File: config.mk
export PLATFORM = sky130hd
export DESIGN_NAME = cdc_hs_src
export DESIGN_NICKNAME = d
export VERILOG_FILES = /design/src/rtl/cdc_hs_pkg.sv /design/src/rtl/cdc_hs_ack_sync.sv /design/src/rtl/cdc_hs_src.sv
export SDC_FILE = /design/constraint.sdc
export NUM_CORES = 1
export LEC_CHECK = 0
export ABC_AREA = 1
export BUFFER_PORTS_ARGS = -buffer_cell sky130_fd_sc_hd__buf_2
export CAP_MARGIN = 10
export CORE_ASPECT_RATIO = 0.5
export CORE_UTILIZATION = 44
export DETAILED_ROUTE_END_ITERATION = 10
export GPL_ROUTABILITY_DRIVEN = 0
export PLACE_DENSITY_LB_ADDON = 0.12
export RECOVER_POWER = 100
export SLEW_MARGIN = 20
export SYNTH_ARGS = -nofsm -noshare
export SYNTH_HDL_FRONTEND = slang
export SYNTH_SLANG_ARGS = --single-unit
File: constraint.sdc
create_clock -name clk_i -period 1.19 [get_ports clk_i]
set_input_delay 0.0595 -clock clk_i [delete_from_list [all_inputs] [get_ports clk_i]]
set_output_delay 0.0595 -clock clk_i [all_outputs]
set_load 0.005 [all_outputs]
File: src/rtl/cdc_hs_pkg.sv
// Shared types and constants for the two-phase toggle CDC handshake.
// Used by both the source (cdc_hs_src) and destination ends.
package cdc_hs_pkg;

    typedef enum logic {
        HS_IDLE = 1'b0,
        HS_BUSY = 1'b1
    } hs_state_e;

    localparam int HS_STAGE_MIN = 2;
    localparam int HS_STAGE_MAX = 4;

    // Keeps a synchroniser depth inside the supported range.
    function automatic int hs_stage_clamp(input int stage);
        if (stage < HS_STAGE_MIN) return HS_STAGE_MIN;
        if (stage > HS_STAGE_MAX) return HS_STAGE_MAX;
        return stage;
    endfunction

endpackage

File: src/rtl/cdc_hs_ack_sync.sv
// Single-bit, STAGE-deep synchroniser for the returned acknowledge toggle.
// quiet_o reports that every stage holds the same value, so ack_s is settled.
module cdc_hs_ack_sync
    import cdc_hs_pkg::*;
#(
    parameter int STAGE = 2
) (
    input  logic clk_i,
    input  logic rst_n_i,
    input  logic d_i,
    output logic q_o,
    output logic quiet_o
);

    localparam int N = hs_stage_clamp(STAGE);

    logic [N-1:0] r_sync;

    always_ff @(posedge clk_i) begin
        // NOTE: reset is sampled inside the clocked block and all state uses <=.
        if (!rst_n_i) begin
            r_sync <= '0;
        end else begin
            r_sync <= {r_sync[N-2:0], d_i};
        end
    end

    assign q_o     = r_sync[N-1];
    assign quiet_o = (&r_sync) || !(|r_sync);

endmodule

File: src/rtl/cdc_hs_src.sv
// Launching end of a two-phase toggle req/ack CDC handshake (source clock domain).
// Define CDC_HS_SRC_BUF_EN to add a one-entry pending buffer for gap-free launches.
module cdc_hs_src
    import cdc_hs_pkg::*;
#(
    parameter int DATA_WIDTH = 32,
    parameter int STAGE      = 2
) (
    input  logic                  clk_i,
    input  logic                  rst_n_i,
    input  logic                  valid_i,
    input  logic [DATA_WIDTH-1:0] dat_i,
    output logic                  ready_o,
    output logic                  req_o,
    output logic [DATA_WIDTH-1:0] dat_o,
    input  logic                  ack_i,
    output logic                  busy_o,
    output logic                  done_o
);

    logic                  r_req;
    logic [DATA_WIDTH-1:0] r_dat;
    logic                  r_pending;
    logic                  r_live;
    logic                  w_ack_s;
    logic                  w_quiet;
    logic                  w_accept;
    logic                  w_launch_ok;
    logic                  w_done;
    hs_state_e             w_state;

    cdc_hs_ack_sync #(.STAGE(STAGE)) u_ack_sync (
        .clk_i   (clk_i),
        .rst_n_i (rst_n_i),
        .d_i     (ack_i),
        .q_o     (w_ack_s),
        .quiet_o (w_quiet)
    );

    assign w_state = (w_ack_s == r_req) ? HS_IDLE : HS_BUSY;

    // A launch needs the synchroniser to have sampled ack_i since reset and to be
    // settled, so a stuck-high ack from an unreset destination is seen first.
    assign w_launch_ok = (w_state == HS_IDLE) && r_live && w_quiet;
    assign w_done      = r_pending && (w_state == HS_IDLE);
    assign w_accept    = valid_i && ready_o;

`ifdef CDC_HS_SRC_BUF_EN
    logic                  r_pend_vld;
    logic [DATA_WIDTH-1:0] r_pend_dat;

    assign ready_o = !r_pend_vld && rst_n_i;

    always_ff @(posedge clk_i) begin
        if (!rst_n_i) begin
            r_req      <= 1'b0;
            r_dat      <= '0;
            r_pending  <= 1'b0;
            r_live     <= 1'b0;
            r_pend_vld <= 1'b0;
            r_pend_dat <= '0;
        end else begin
            r_live <= 1'b1;
            if (w_launch_ok && r_pend_vld) begin
                r_dat      <= r_pend_dat;
                r_req      <= ~r_req;
                r_pending  <= 1'b1;
                r_pend_vld <= 1'b0;
            end else if (w_accept && w_launch_ok) begin
                r_dat     <= dat_i;
                r_req     <= ~r_req;
                r_pending <= 1'b1;
            end else begin
                if (w_accept) begin
                    r_pend_vld <= 1'b1;
                    r_pend_dat <= dat_i;
                end
                if (w_done) begin
                    r_pending <= 1'b0;
                end
            end
        end
    end
`else
    assign ready_o = w_launch_ok && rst_n_i;

    always_ff @(posedge clk_i) begin
        if (!rst_n_i) begin
            r_req     <= 1'b0;
            r_dat     <= '0;
            r_pending <= 1'b0;
            r_live    <= 1'b0;
        end else begin
            r_live <= 1'b1;
            if (w_accept) begin
                r_dat     <= dat_i;
                r_req     <= ~r_req;
                r_pending <= 1'b1;
            end else if (w_done) begin
                r_pending <= 1'b0;
            end
        end
    end
`endif

    assign req_o  = r_req;
    assign dat_o  = r_dat;
    assign busy_o = (w_state == HS_BUSY);
    assign done_o = w_done;

endmodule

==> results.py <==
metrics = {
    "timing": {
        "maxSlewViolCount": 0,
        "finalHoldViolCount": 0,
        "setup_viol": 20,
        "tightest_slew_ns": 0.3789,
        "clock.fmax_mhz": 790.2,
        "fin_skew_ns": 0.007220,
        "finalSetupTns_ns": -0.3263,
        "fin_ws_ns": -0.07552,
        "holdWs_ns": 0.08581,
        "slew_headroom_pct": 74.74,
        "rsz0062_at_grt": "true",
        "min_period_ns": 1.266,
        "finalCritPeriodShare_pct": 106.3,
    },
    "synth": {
        "seq_area_frac_synth_pct": 39.26,
        "yosysTopAreaCell": "dfxtp_1",
        "syn_area_um2": 1887,
        "synthFlopType": "dfxtp_1",
        "synth_commonest_cells": "inv_1, nand2_1, dfxtp_1, nor2_1, nand4_1",
        "yosys_warnings": 0,
        "netlist-cell-type-count": 17,
        "yosys_register_bits": 37,
        "synthArstFlopShare_pct": 0,
        "synth_area_leaders": "dfxtp_1, inv_1, nand2_1, nand4_1, nor2_1",
        "synth_top_area_share_pct": 39.26,
        "synth_edf_count": 0,
        "syn_avg_cell_area_um2": 6.289,
        "synth_nets": 336,
        "synth.most_common_cell": "inv_1",
        "synthCells": 300,
    },
    "drt": {
        "drt-initial-drc-count": 51,
        "vias_per_cell": 4.323,
        "routed_wl_mm": 4.137,
        "ant_nets": 0,
        "drt_first_pass_iters": 4,
        "vias": 1872,
        "drc": 0,
        "wl_per_cell_um": 9.554,
    },
    "placed_design": {
        "postPlaceCellArea_um2": 2321,
        "hpwl_mm": 2.827,
        "place_ws_ns": -0.01994,
        "io_buffers": 71,
    },
    "run_status": {
        "violations": "negative setup slack",
        "outcome": "complete, but fails checks",
    },
    "die": {
        "num_rows": 16,
        "ios": 72,
        "coreArea_um2": 4004,
        "dieHeight_um": 48.31,
        "fp.dieArea_um2": 4570,
        "start_util_pct": 47.13,
        "die_x_um": 94.61,
    },
    "min_path": {
        "hold_depth": 5,
        "worstHoldPathType": "in2reg",
    },
    "cts": {
        "numCtsBuffers": 5,
        "path_clk_slew_ns": 0.08,
        "clk_latency_ns": 0.30,
        "clockBufferDepth": 2,
        "cts_tree": "built",
        "htreeDepth": 2,
        "clock-root-buffer": "clkbuf_8",
        "cts.sinks": 37,
    },
    "power_and_ir_drop": {
        "vdd_ir_drop_max_mv": 0.4826,
        "cellLeakagePower_nw": 1.467,
        "p_per_area_nw_per_um2": 1180,
    },
    "grt": {
        "grt_first_pass_wirelength_mm": 6.962,
        "antenna_found_initial": 0,
        "grt.met1_usage_pct": 23.90,
        "grt_max_degree": 38,
        "grt_overflow": 0,
        "grt-busiest-layer": "met2",
        "grt_pass1_vias": 1651,
        "met3_usage_pct": 5.660,
        "grtUsageTotal_pct": 19.45,
        "global_route.usage.met2_pct": 32.85,
    },
    "worst_setup_path": {
        "worstSetupPathType": "reg2out",
        "cp-start-kind": "register",
        "crit_fanout": 3,
        "critical_path_arrival_ns": 1.21,
        "crit_required_ns": 1.13,
        "rr_worst_depth": 8,
        "worst_setup_path_end_kind": "primary output",
    },
    "final_layout": {
        "syn_to_final_growth_pct": 33.09,
        "antenna_cells": 0,
        "drive_above_1_share_pct": 24.27,
        "nets": 414,
        "final_area_um2": 2511,
        "fill_cells": 388,
    },
    "run": {
        "max_cap_violations": 0,
    },
}
==> path summary, 6_finish.rpt <==
kind	startpoint	endpoint	slack (ns)
hold / removal	dat_i[22]	dat_o[22]	0.09
hold reg to reg	u_ack_sync.r_sync[0]	u_ack_sync.r_sync[1]	0.46
setup reg to reg	u_ack_sync.r_sync[1]	req_o	-0.04
setup / recovery	u_ack_sync.r_sync[1]	ready_o	-0.08
==> worst max-delay path, cell delays in order (launching register included) <==
cell and delay [ns]:
dfxtp_4 0.37, inv_2 0.05, a21oi_4 0.16, buf_6 0.12, and2_4 0.13, buf_6 0.09
==> cells by family after synthesis <==
| logic type | Yosys count | share of synthesized area (%) |
|---|---|---|
| compound gates | 3 | 1.725 |
| simple gates | 140 | 33.09 |
| xor+xnor | 1 | 0.4643 |
| flops | 37 | 39.26 |
| buf+inv | 119 | 25.46 |
==> area by class of cell <==
type / instances / area, um^2 / share of cell area [%]
flip-flops and latches: 37 / 749.5 / 29.85
multi-input cells: 144 / 678.2 / 27.01
repair buffers: 88 / 513.0 / 20.43
inverters: 102 / 382.9 / 15.25
clock buffers: 6 / 82.58 / 3.288
well taps: 54 / 67.56 / 2.691
clock inverters: 2 / 37.54 / 1.495
==> report_power, final <==
| group | switching (W) | total (W) | internal (W) |
|---|---|---|---|
| registers | 0.0000328 | 0.00133 | 0.00129 |
| clock network | 0.000473 | 0.00115 | 0.000682 |
| logic | 0.000259 | 0.000481 | 0.000222 |
==> repair_timing <==
| action | in CTS | in global routing |
|---|---|---|
| buffers inserted | 5 | 0 |
| hold buffers | 1 | 0 |
| pin swaps | 2 | 0 |
| setup endpoints to repair | 31 | 37 |
| hold endpoints to repair | 1 | 0 |
| cloned | 0 | 0 |
| resized for setup | 8 | 3 |
==> flip-flops by register name, indices dropped and copies added (netlist names) <==
name and cells:
req_o 1, u_ack_sync.r_sync 2, dat_o 32, r_pending 1, r_live 1
==> through the flow <==
step                instances  utilization [%]  total power (W)
CTS                       433            62.78         0.002975
detailed placement        419            57.97         0.001807
floorplan                 300                -         0.001633
finish                    433            62.72         0.002963
global placement          419            57.97         0.001798
global route              433            62.72         0.003110
==> per-layer routing <==
metal | part of all wire [%] | wire length (um)
met1 | 50 | 2052
met2 | 44 | 1819
met3 | 5.7 | 234
met4 | 0.73 | 30
met5 | 0 | 0
==> cell usage in the layout (no fill, tap or decap), drive strengths merged <==
| cell type | synthesis | final |
|---|---|---|
| inv | 102 | 102 |
| buf | 15 | 76 |
| nand2 | 71 | 71 |
| dfxtp | 37 | 37 |
| nor2 | 34 | 34 |
| nand4 | 33 | 33 |
| clkbuf | 2 | 17 |
| xor2 | 1 | 1 |
| a21oi | 1 | 1 |
| o21ai | 1 | 1 |
| and2 | 1 | 1 |
| nand3 | 1 | 1 |
| a21boi | 1 | 1 |
| clkinvlp | 0 | 1 |
| bufinv | 0 | 1 |
| dlygate4sd3 | 0 | 1 |
(Power assumes the default switching activity.)
